### src/rtl/serial_read_sched.sv
// serial_read_sched: arbitrates CPU and background-poll serial word reads onto one read engine
// Ports:
//   clk, rst_n              clock, asynchronous active-low reset
//   SSER, BA13, BA12, BR_W  CPU bus select, address and direction, decoded to a CPU read request
//   poll_req                background poll request, level, held until poll_ack
//   SDRD                    serial data from the read engine, MSB first
//   eng_clr, eng_run        engine clear (GRANT cycle) and advance (SHIFT cycles)
//   rdata                   last completed word
//   cpu_rdy, poll_ack       one-cycle completion pulse for the CPU or poll owner
//   busy, owner             transaction in progress and its owner (0 = CPU, 1 = poll)
module serial_read_sched #(
   parameter int NBITS      = 8,
   parameter int GAP_CYC    = 2,
   parameter int STARVE_LIM = 32
) (
   input  logic             clk,
   input  logic             rst_n,
   input  logic             SSER,
   input  logic             BA13,
   input  logic             BA12,
   input  logic             BR_W,
   input  logic             poll_req,
   input  logic             SDRD,
   output logic             eng_clr,
   output logic             eng_run,
   output logic [NBITS-1:0] rdata,
   output logic             cpu_rdy,
   output logic             poll_ack,
   output logic             busy,
   output logic             owner
);
   typedef enum logic [2:0] {IDLE, GRANT, SHIFT, DONE, GAP} state_t;
   localparam logic [7:0] LIM    = 8'(STARVE_LIM);
   localparam logic [3:0] BIT_LD = 4'(NBITS - 1);
   localparam logic [3:0] GAP_LD = GAP_CYC > 0 ? 4'(GAP_CYC - 1) : 4'd0;
   localparam logic       GAP_EN = 1'(GAP_CYC > 0);
   localparam state_t     AFTER  = GAP_CYC > 0 ? GAP : IDLE;
   state_t           state;
   logic             cpu_sel_q;
   logic [3:0]       cnt;
   logic [7:0]       starve_cnt;
   logic [NBITS-1:0] sreg;
   logic [NBITS-1:0] shifted;
   logic             abort;
   logic             poll_grant;
   always_comb begin
      shifted    = {sreg[NBITS-2:0], SDRD};
      // a CPU transaction is dropped as soon as its select goes away before the word completes
      abort      = ~owner & ~cpu_sel_q & (state == GRANT || state == SHIFT);
      // poll wins when the CPU is not asking, or once it has waited long enough
      poll_grant = state == IDLE && poll_req && (!cpu_sel_q || starve_cnt >= LIM);
   end
   always_ff @(posedge clk or negedge rst_n)
      if (!rst_n) begin
         state      <= IDLE;
         cpu_sel_q  <= 1'b0;
         cnt        <= '0;
         starve_cnt <= '0;
         sreg       <= '0;
         rdata      <= '0;
         eng_clr    <= 1'b0;
         eng_run    <= 1'b0;
         cpu_rdy    <= 1'b0;
         poll_ack   <= 1'b0;
         busy       <= 1'b0;
         owner      <= 1'b0;
      end else begin
         cpu_sel_q <= ~SSER & ~BA13 & BA12 & BR_W;
         eng_clr   <= 1'b0;
         eng_run   <= 1'b0;
         cpu_rdy   <= 1'b0;
         poll_ack  <= 1'b0;
         if (poll_grant)
            starve_cnt <= '0;
         else if (poll_req && !(busy && owner) && starve_cnt < LIM)
            starve_cnt <= starve_cnt + 8'd1;
         if (abort || state == DONE) begin
            state <= AFTER;
            busy  <= GAP_EN;
            cnt   <= GAP_LD;
         end else
            case (state)
               IDLE:
                  if (cpu_sel_q || poll_req) begin
                     state   <= GRANT;
                     owner   <= poll_grant;
                     busy    <= 1'b1;
                     eng_clr <= 1'b1;
                  end
               GRANT: begin
                  state   <= SHIFT;
                  cnt     <= BIT_LD;
                  sreg    <= '0;
                  eng_run <= 1'b1;
               end
               SHIFT: begin
                  sreg <= shifted;
                  if (cnt == '0) begin
                     state    <= DONE;
                     rdata    <= shifted;
                     cpu_rdy  <= ~owner;
                     poll_ack <= owner;
                  end else begin
                     cnt     <= cnt - 4'd1;
                     eng_run <= 1'b1;
                  end
               end
               GAP:
                  if (cnt == '0) begin
                     state <= IDLE;
                     busy  <= 1'b0;
                  end else
                     cnt <= cnt - 4'd1;
               default: state <= IDLE;
            endcase
      end
endmodule
### config.mk
export PLATFORM = sky130hd
export DESIGN_NAME = serial_read_sched
export DESIGN_NICKNAME = d
export VERILOG_FILES = /design/src/rtl/serial_read_sched.sv
export SDC_FILE = /design/constraint.sdc
export NUM_CORES = 1
export LEC_CHECK = 0
export ABC_AREA = 1
export BUFFER_PORTS_ARGS = -buffer_cell sky130_fd_sc_hd__buf_2
export CAP_MARGIN = 20
export CORE_MARGIN = 2
export CORE_UTILIZATION = 50
export DETAILED_ROUTE_END_ITERATION = 10
export PLACE_DENSITY = 0.72
export SLEW_MARGIN = 30
export SYNTH_ARGS = -nofsm -noshare
export SYNTH_HDL_FRONTEND = slang
export SYNTH_SLANG_ARGS = --single-unit
### constraint.sdc
create_clock -name clk -period 1.88 [get_ports clk]
set_clock_uncertainty 0.05 [all_clocks]
set_input_delay 0.188 -clock clk [delete_from_list [all_inputs] [get_ports clk]]
set_output_delay 0.188 -clock clk [all_outputs]
set_load 0.02 [all_outputs]
==> Word level (Yosys, flattened, before mapping) <==
Cells that the tools add are included.
{ "word_totals": {"register_bits": 37, "input_bits": 8, "output_inout_bits": 14, "word_cells": 85} }
{ "op_classes": {"addsub": 2, "order_cmp": 2, "n_eq_ne": 8, "n_mux": 27, "bitwise": 10, "n_reduce_logical": 24} }
{ "op_table": {"columns": ["op", "n"], "rows": [
  ["2-to-1 mux 8 bit", 2],
  ["2-to-1 mux 1 bit", 14],
  ["one-hot mux 7 bit (2 select lines)", 1],
  ["2-to-1 mux 3 bit", 4],
  ["one-hot mux 3 bit (4 select lines)", 1],
  ["AND reduction 3 bit", 4],
  ["adder 8 x 1 -> 8 bit (second input constant)", 1],
  [">= comparator 8 x 6 -> 1 bit (second input constant)", 1],
  ["< comparator 8 x 6 -> 1 bit (second input constant)", 1],
  ["2-to-1 mux 4 bit", 2],
  ["one-hot mux 4 bit (2 select lines)", 1],
  ["equality test 3 x 2 -> 1 bit (second input constant)", 2],
  ["!= test 3 x 1 -> 1 bit (second input constant)", 2],
  ["!= test 3 bit (second input constant)", 2],
  ["nonzero test 3 bit", 2],
  ["AND 1 bit", 5],
  ["logical AND 1 bit", 5],
  ["inverter 1 bit", 5],
  ["logical NOT 4 bit", 1],
  ["logical OR 1 bit", 4],
  ["one-hot mux 1 bit (2 select lines)", 2],
  ["AND reduction 2 bit", 2],
  ["nonzero test 2 bit", 2],
  ["subtractor 4 x 1 -> 4 bit (second input constant)", 1],
  ["5 further kinds", 6]
]} }

==> Logic depth before layout (Yosys ltp) <==
Gate-level depths: netlist of the first run.
{ "logic_depth": {"ltp_word": 6, "depth_mapped": 9, "depth_no_buf": 9} }

==> Worst setup path after synthesis of the first run <==
OpenSTA, ideal clock, no wires.
{ "synth_timing": {"path_type": "register -> register", "startpoint": "register cnt[0]", "endpoint": "register busy", "setup_ps": 117, "arrival_ps": 1226, "t_required_ps": 1713, "slack_ps": 486, "path_stages_with_launch": 10, "path_buffers": 0, "period_less_slack_ps": 1394, "path_cell_list": "dfrtp_1 -> inv_1 -> ha_1 -> nand2_1 -> nor2_4 -> nor2_1 -> nor2_1 -> nand2_1 -> nand2_1 -> nand2_1"} }
{ "synth_via": {"elab_chain_len": 3} }
{ "synth_rtl": {"columns": ["element", "line", "rtl"], "rows": [
  ["start: declaration", "40", "logic [3:0] cnt;"],
  ["start signal: assignment", "104", "cnt <= cnt - 4'd1;"],
  ["start signal: assignment", "113", "cnt <= cnt - 4'd1;"],
  ["logical NOT 4 bit", "109", "if (cnt == '0) begin"],
  ["!= test 3 bit (no line)", null, null],
  ["AND reduction 3 bit (no line)", null, null],
  ["end signal: assignment", "79", "busy <= GAP_EN;"],
  ["end signal: assignment", "87", "busy <= 1'b1;"],
  ["end signal: assignment", "111", "busy <= 1'b0;"],
  ["end: declaration", "29", "output logic busy,"]
]} }
No other way between the ends.
A chain may end at the register's enable or synchronous reset.

==> Worst setup path after layout of the first run <==
Ends and elaborated chain as after synthesis.

==> results of run 1 <==
[power by group]
part	switching [mW]	internal [mW]	leakage [nW]
registers	0.168	0.987	0.492
clock network	0.280	0.148	0.0352
logic	0.775	0.382	0.581
[sequential cells by signal, indices dropped and copies added (netlist names)]
register / flops
cpu_sel_q: 1
eng_run: 1
cpu_rdy: 1
rdata: 8
poll_ack: 1
sreg: 7
busy: 1
cnt: 4
starve_cnt: 8
owner: 1
state: 3
eng_clr: 1
[worst min-delay path: cells and delay by family]
| family | cells | cell delay [ns] |
|---|---|---|
| AOI/OAI and AO/OA | 1 | 0.06 |
| and+or+nand+nor | 1 | 0.05 |
| buffers and inverters | 1 | 0.09 |
[routing by layer]
| metal | track usage [%] | wire [um] |
|---|---|---|
| met1 | 25.1 | 1660 |
| met2 | 29.7 | 1430 |
| met3 | 6.51 | 166 |
| met4 | 5.71 | 36 |
| met5 | 0 | 0 |
[through the flow]
stage / utilization (%) / total power [mW] / std cells / hold slack (ns)
after floorplan: - / 2.06 / 211 / -0.158
after global placement: 56.8 / 2.31 / 276 / 0.203
after detailed placement: 56.8 / 2.33 / 276 / 0.204
after CTS: 59.5 / 2.76 / 287 / 0.000579
after global routing: 59.5 / 3.01 / 287 / 0.0182
final: 59.5 / 2.74 / 287 / 0.0160
[layout by cell type, fill, tap and decap left out]
master,synthesis,routed
inv_2,2,2
nand2_2,2,2
buf_2,0,21
a21oi_1,1,1
inv_1,24,24
nand3_4,1,1
dfrtp_1,37,37
nor2_2,1,1
o21ai_0,3,3
nor2_4,2,2
nand4_1,1,1
o21bai_1,1,1
nor2_1,16,16
buf_4,1,1
clkbuf_4,0,5
dlygate4sd3_1,0,3
nor3_1,1,1
nand3_1,28,28
xor2_1,2,2
o21ai_2,7,7
ha_1,3,3
clkinv_4,0,2
nor3_2,1,1
clkinv_2,0,1
nand2_4,1,1
nand2_1,64,64
xnor2_1,2,2
o21ai_1,8,8
[cell type report]
cell class	instances	area [um^2]	share of cell area [%]
Multi-Input combinational cell	145	733	36.4
Tap cell	46	57.6	2.85
Timing Repair Buffer	25	143	7.07
Sequential cell	37	926	45.9
Clock buffer	5	37.5	1.86
Inverter	26	97.6	4.84
Clock inverter	3	22.5	1.12
[kinds of logic after synthesis]
family	count (synthesis)
DFF	37
and+or+nand+nor	118
adders and majority gates	3
xor gates and xnor gates	4
AOI/OAI and AO/OA	20
buffers and inverters	29
[final timing paths]
path | from | to | slack (ns) | depth (start not counted)
min in group asynchronous | rst_n | rdata[7] | 0.34 | 3
worst max register to register | cnt[0] | busy | 0.27 | 9
worst min-delay path | SDRD | sreg[0] | 0.02 | 3
worst min register to register | rdata[7] | rdata[7] | 0.44 | 2
max in group asynchronous | rst_n | cnt[2] | 1.11 | 3
worst max-delay path | cnt[0] | busy | 0.27 | 9
[timing repair]
action	CTS	global route
hold buffers	3	0
gates resized for setup	0	0
endpoints found under the hold margin	38	0
==> results.md, run 1 <==
* FILL cells at 300
* Crit. End Element: flip-flop
* GR Util All Layers at about a fifth
* Critical Path RT at between 2 and 2.5 ns
* CP Data Arrival Time at 1.79 ns
* First-pass GRT wire length at 6.01 mm
* CP bufs+invs at 1
* # diodes at 0
* Largest family of logic cells by synthesized area: simple AND/OR/NAND/NOR gates
* Nets at 251
* Power Density at 1360 nW/um^2
* Die Span X at between 60 and 70 um
* CP dominant cell by count: nand2_1
* Clock root cell: clkbuf_4
* Syn Inst Count at 211
* Initial antenna violation count at 0
* Dpl hpwl at 2.34 mm
* Setup WS post-layout at 0.274 ns
* GP Congestion at 0.800
* Fin crit share at 85.4%
* Initial DRC Count at 61
* Adder-Cell Fraction of Synth Area at 2.10%
* Largest net degree at the start of global routing at 38
* Inserted Clock Buffers at 5
* Via count at approximately 1400
* Synth area leaders: dfrtp_1, nand2_1, nand3_1
* Hold Violations, Final at 0
* #FFs+latches synth at 37
* Predominant post-synthesis flop cell: dfrtp_1
* Post-CTS setup buffer count at 0
* IO buf count at 21
* Initial Util at 52.7%
* Synth warnings at 0
* DR DRC count at 0
* Sequential area share after synthesis at 51.8%
* Mux share of post-synthesis cell area at 0%
* Xor/xnor cell area share of the yosys netlist at 1.96%
* Worst setup path class: flip-flop to flip-flop
* Area grow syn2layout at 12.9%
* Vias per cell at around 5
* Post-DR wirelength/cell at 11.5 um
* Post-Syn Area at 1790 um^2
* RSZ-0062 raised after global routing: false
* Worst slew pin tran at 0.455 ns
* Status: completed
* Share of cells above drive strength 1 at 19.5%
* Commonest cells post-synth: nand2_1, dfrtp_1, nand3_1
* Ports at 22
* Slowest stage cell, crit path: dfrtp_1
* Post-synth net total at 222
* Drt pass-1 iters at 4
* Vert. Die Dim at about 64 um
* Tmin final at 1.61 ns
* Synthesized area per cell at 8.47 um^2
* Final instance area at a little over 2000 um^2
* Final setup viols at 0
* GRT overflow at 0
* Max-slew headroom at 69.6%
* Die area at 4070 um^2
* Count leader, synth: nand2_1
* Post-synthesis compound-gate area fraction at ~7.2%
* DRT Wirelength at around 3.3 mm
* Post-synth EDFFs at 0
* Synth Area in Simple Gates at 29.8%
* Type of the most critical hold path: input pin to flip-flop
* FMAX at 623 MHz
* Slew Limit Fails at 0
* Async SR Flop Fraction at 100%
* CTS tree: done
* Crit-path max FO at 6
* Synth top area share at a little over 50%
* Vias in the first global route at roughly 1400
* CTS clk-pin slew, worst paths at around 0.12 ns
* Final ANT Viol Nets at 0
* Maximum buffer depth of the clock tree at 2
* Critical-path cell list: inv_1, ha_1, nand2_1, nor2_4, nor2_1, nor2_1, nand2_1, nand2_1, nand2_1
* Clk sinks at 37
* Pre-CTS WS at between 0.3 and 0.4 ns
* Largest area contributor in the netlist: dfrtp_1
* Clk_lat worst skew at approximately 0.35 ns
* Row cnt at 21
* Worst path top cell family by delay: simple AND/OR/NAND/NOR gates
* LEAKAGE at approximately 1.1 nW
* Post-synth cell types at 24
* Core ar. at 3390 um^2
* CP Launch Type: flip-flop
* Slowest stage delay, CP at 0.40 ns
* Peak supply drop at 0.000636 V
* Count of maximum capacitance violations at 0
* Setup TNS at 0 ns
* Htree depth at 2
* Dpl cell area at 1930 um^2
Power figures use the tool's default switching activity.
==> run 2, diff against run 1 <==
- CORE_ASPECT_RATIO: default -> 1.1
==> results.md, run 2 (synthesized netlist as in run 1, its figures left out) <==
* Hold Violations, Final at 0 (unchanged)
* FF-to-FF Start: cnt[0]
* GR Util All Layers at 18.6% (-0.45 points)
* Worst setup path class: flip-flop to flip-flop
* Tmin final at 1.51 ns (-0.101 ns)
* Final setup viols at 0 (unchanged)
* Post-CTS setup buffer count at 0 (unchanged)
* Crit-path max FO at 6 (unchanged)
* FMAX at 664 MHz (+6.7%)
* CP bufs+invs at 1 (unchanged)
* Nets at 251 (unchanged)
* Die area at 4070 um^2 (about the same)
* CTS clk-pin slew, worst paths at 0.10 ns (-0.02 ns)
* Initial antenna violation count at 0 (unchanged)
* CP Data Arrival Time at 1.69 ns (-0.10 ns)
* Vias per cell at 4.86 (-0.13%)
* Post-DR wirelength/cell at 10.8 um (-6.5%)
* Status: completed
* FF-to-FF setup slack at 0.37 ns (+0.10 ns)
* Max-slew headroom at 69.7% (+0.11 points)
* Area grow syn2layout at 13.0% (about the same)
* Share of cells above drive strength 1 at 19.2% (-0.34 points)
* Clock root cell: clkbuf_4
* Inserted Clock Buffers at 5 (unchanged)
* Hold Worst Slack at 0.0565 ns (+0.0405 ns)
* Hold path depth at 3 (unchanged)
* Initial Util at 52.8% (+0.058 points)
* Power Density at 1350 nW/um^2 (-0.79%)
* Fin crit share at 80.1% (-5.4 points)
* Vert. Die Dim at 66.7 um (+4.6%)
* Clk_lat worst skew at 0.34 ns (about the same)
* CP dominant cell by count: nand2_1
* DRT Wirelength at 3.10 mm (-6.1%)
* First-pass GRT wire length at 5.50 mm (-8.5%)
* Critical-path cell list: inv_1, ha_1, nand2_1, nor2_4, nor2_1, nor2_1, nand2_1, nand2_1, nand2_1
* Critical Path RT at 2.06 ns (about the same)
* Critical path startpoint: cnt[0]
* GRT overflow at 0 (unchanged)
* Maximum buffer depth of the clock tree at 2 (unchanged)
* Worst slew pin tran at 0.454 ns (-0.00162 ns)
* Largest net degree at the start of global routing at 38 (unchanged)
* Peak supply drop at 0.000658 V (+3.5%)
* Drt pass-1 iters at 4 (unchanged)
* Hold_buf cts at 3 (unchanged)
* GP Congestion at 0.850 (+6.2%)
* Most frequent cells in the layout: nand2_1, dfrtp_1, nand3_1
* Ports at 22 (unchanged)
* Reg2reg path depth at 9 (unchanged)
* Htree depth at 2 (unchanged)
* Worst path top cell family by delay: simple AND/OR/NAND/NOR gates
* Initial DRC Count at 44 (-28%)
* Slowest stage cell, crit path: dfrtp_1
* # diodes at 0 (unchanged)
* Row cnt at 22 (+4.8%)
* Commonest non-fill, non-tap cell in the layout: nand2_1
* Dpl hpwl at 2.25 mm (-3.7%)
* Clk sinks at 37 (unchanged)
* RSZ-0062 raised after global routing: false
* Slew Limit Fails at 0 (unchanged)
* DR DRC count at 0 (unchanged)
* Setup TNS at 0 ns (unchanged)
* Critical path depth in cells at 9 (unchanged)
* Hold path start: SDRD
* Vias in the first global route at 1255 (-7.2%)
* Biggest regs: rdata x8, starve_cnt x8, sreg x7
* Crit. End Element: flip-flop
* CTS tree: done
* Core ar. at 3390 um^2 (-0.11%)
* Type of the most critical hold path: input pin to flip-flop
* Count of maximum capacitance violations at 0 (unchanged)
* Final ANT Viol Nets at 0 (unchanged)
* LEAKAGE at 1.10 nW (-0.43%)
* Slowest stage delay, CP at 0.38 ns (-0.02 ns)
* Via count at 1400 (+0.21%)
* CP Launch Type: flip-flop
* Die Span X at 61.0 um (-4.4%)
* # resized after CTS at 0 (unchanged)
* IO buf count at 21 (unchanged)
## run 2: cell types whose count changed in the layout (fill, tap and decap cells not counted)
cell / before / now
clkbuf_8: 0 / 1
clkinv_2: 1 / 0
clkinv_4: 2 / 0
clkinvlp_4: 0 / 1
## run 2: area by class of cell
cell class	count	area (um^2)
fillers	317	1370
flip-flops and latches	37	926
multi-input cells	145	733
repair buffers	25	143
inverters	26	97.6
well taps	48	60.1
clock buffers	6	51.3
clock inverters	1	7.51
## run 2: routing by layer
layer | global-route usage (%) | up-vias | wire [um]
met4 | 7.34 | 0 | 52
met2 | 27.6 | 23 | 1370
met3 | 5.83 | 6 | 125
met5 | 0 | - | 0
met1 | 25.2 | 647 | 1550
li1 | - | 724 | -
## run 2: stage by stage
stage	area (um^2)	std cells	setup slack, ns	utilization (%)	total power, mW
2_1_floorplan	1790	211	0.486	-	2.06
3_3_place_gp	1930	278	0.386	57.0	2.31
3_5_place_dp	1930	278	0.378	57.0	2.32
4_1_cts	2020	288	0.364	59.6	2.76
5_1_grt	2020	288	0.193	59.6	2.96
6_report	2020	288	0.375	59.6	2.72
## run 2: worst register-to-register path, cell delays in order (launching register included)
cell	delay (ns)
dfrtp_1	0.38
inv_1	0.11
ha_1	0.22
nand2_1	0.10
nor2_4	0.18
nor2_1	0.07
nor2_1	0.15
nand2_1	0.07
nand2_1	0.05
nand2_1	0.04
## run 2: final timing paths
check / end
max: busy
min: sreg[0]
max reg2reg: busy
min reg2reg: rdata[4]
max in group asynchronous: state[2]
min in group asynchronous: starve_cnt[2]
## run 2: power breakdown
group          internal [mW]  leakage (nW)  switching, mW
logic                  0.381         0.581          0.771
registers              0.987         0.492          0.163
clock network          0.175        0.0303          0.243
total                   1.54          1.10           1.18
==> run 3, diff against run 2 <==
- clock period: 1.88 -> 1.51 ns (I/O delays scaled with it)
==> results.md, run 3 (synthesized netlist as in run 1, its figures left out) <==
* Max-slew headroom at 69.5% (-0.25 points)
* CTS tree: done
* CTS clk-pin slew, worst paths at 0.11 ns (about the same)
* Clock root cell: clkbuf_4
* Via count at 1465 (+4.6%)
* Share of cells above drive strength 1 at 24.2% (+5.0 points)
* Drt pass-1 iters at 4 (unchanged)
* # diodes at 0 (unchanged)
* Count of maximum capacitance violations at 0 (unchanged)
* First-pass GRT wire length at 6.09 mm (+11%)
* Htree depth at 2 (unchanged)
* Vias per cell at 4.88 (+0.46%)
* Placed cells at 283 (+1.8%)
* Hold EP: eng_clr
* Maximum buffer depth of the clock tree at 2 (unchanged)
* Initial antenna violation count at 0 (unchanged)
* Row cnt at 22 (unchanged)
* Most frequent cells in the layout: nand2_1, dfrtp_1, nand3_1
* Vias in the first global route at 1434 (+14%)
* Power, Total at 3.60 mW (+32%)
* Tmin final at 1.40 ns (-0.108 ns)
* Vert. Die Dim at 66.7 um (unchanged)
* Slew Limit Fails at 0 (unchanged)
* Die area at 4070 um^2 (unchanged)
* CP Launch Type: flip-flop
* Reg2reg path depth at 8 (-1)
* FF-to-FF setup slack at 0.11 ns (-0.26 ns)
* Biggest regs: rdata x8, starve_cnt x8, sreg x7
* DR DRC count at 0 (unchanged)
* Reg2Reg Capture Point: rdata[0]
* Peak supply drop at 0.000893 V (+36%)
* Final ANT Viol Nets at 0 (unchanged)
* Final setup viols at 0 (unchanged)
* Core ar. at 3390 um^2 (unchanged)
* FMAX at 716 MHz (+7.7%)
* Crit-path max FO at 5 (-1)
* Setup TNS at 0 ns (unchanged)
* Fin crit share at 92.5% (+12 points)
* Largest net degree at the start of global routing at 38 (unchanged)
* CP Data Arrival Time at 1.63 ns (-0.06 ns)
* Commonest non-fill, non-tap cell in the layout: nand2_1
* Status: completed
* Clk_lat worst skew at 0.35 ns (about the same)
* Worst setup path class: flip-flop to flip-flop
* Worst slew pin tran at 0.458 ns (+0.00371 ns)
* Critical Path RT at 1.74 ns (-0.32 ns)
* GRT overflow at 0 (unchanged)
* Hold Violations, Final at 0 (unchanged)
* LEAKAGE at 1.16 nW (+4.8%)
* Nets at 262 (+4.4%)
* IO buf count at 21 (unchanged)
* FF-to-FF Start: cnt[0]
* Fin cells at 300 (+4.2%)
* Inserted Clock Buffers at 5 (unchanged)
* Hold path depth at 3 (unchanged)
* Post-DR wirelength/cell at 11.4 um (+5.7%)
* Clk sinks at 37 (unchanged)
* GP Congestion at 0.803 (-5.5%)
* Dpl hpwl at 2.35 mm (+4.1%)
* Ports at 22 (unchanged)
* Initial Util at 52.8% (unchanged)
* Die Span X at 61.0 um (unchanged)
* DRT Wirelength at 3.41 mm (+10%)
* FILL cells at 306 (-3.5%)
* Area grow syn2layout at 18.3%
* Hold path start: poll_req
* Power Density at 1710 nW/um^2 (+27%)
* Type of the most critical hold path: input pin to flip-flop
* Crit. End Element: flip-flop
* GR Util All Layers at 20.3% (+1.7 points)
* Initial DRC Count at 42 (-4.5%)
==> run 3: cell types whose count changed in the layout (fill, tap and decap cells not counted), sizes merged <==
cell / delta
buf: +10
clkinv: +2
clkinvlp: -1
dlygate4sd3: +1
==> run 3: timing repair <==
action | CTS | global route
gates resized for setup | 0 | 6
setup buffers | 0 | 5
endpoints found under the hold margin | 39 | 0
endpoints found under the setup margin | 0 | 13
hold buffers | 4 | 0
==> run 3: final cells by class <==
type	instances	area [um^2]	share of cell area (%)
flip-flops and latches	37	926	43.8
clock buffers	6	41.3	1.95
inverters	26	97.6	4.62
well taps	48	60.1	2.84
repair buffers	36	228	10.8
clock inverters	2	10.0	0.474
multi-input cells	145	751	35.5
==> run 3: where the power goes <==
group	total (mW)	internal, mW	leakage [nW]	switching, mW
clock	0.499	0.177	0.0320	0.322
combinational	1.68	0.633	0.632	1.04
sequential	1.43	1.23	0.492	0.199
total	3.60	2.04	1.16	1.56
==> run 3: per-layer routing <==
layer  routed length, um  GRT usage, %  part of all wire (%)
met1                1550          25.5                    45
met2                1670          32.8                    49
met3                 129          5.24                   3.8
met4                  67          8.15                   2.0
met5                   0             0                     0
==> run 3: metrics by stage <==
stage | hold slack, ns | instance area (um^2) | worst slack, ns | utilization (%)
after floorplan | -0.195 | 1790 | 0.116 | -
after global placement | 0.169 | 1970 | 0.106 | 58.1
after detailed placement | 0.167 | 1970 | 0.0491 | 58.1
after CTS | 0.0451 | 2060 | 0.0208 | 60.8
after global routing | 0.100 | 2110 | -0.0401 | 62.4
final | 0.0600 | 2110 | 0.113 | 62.4
==> run 3: worst max-delay path: stages (launching register included) <==
cell and delay, ns:
dfrtp_1 0.41, inv_2 0.08, ha_4 0.14, nand2_2 0.07
nor2_4 0.19, buf_4 0.15, buf_4 0.10, nand3_1 0.07
nand2_1 0.08
==> run 3: worst max-delay path by stage <==
stage | slack (ns) | startpoint | to | cells after the start
floorplan | 0.12 | cnt[0] | busy | 9
detailed placement | 0.05 | cnt[0] | busy | 9
finish | 0.11 | cnt[0] | rdata[0] | 8
global placement | 0.11 | cnt[0] | busy | 9
CTS | 0.02 | cnt[0] | busy | 9
global route | -0.04 | cnt[0] | busy | 9
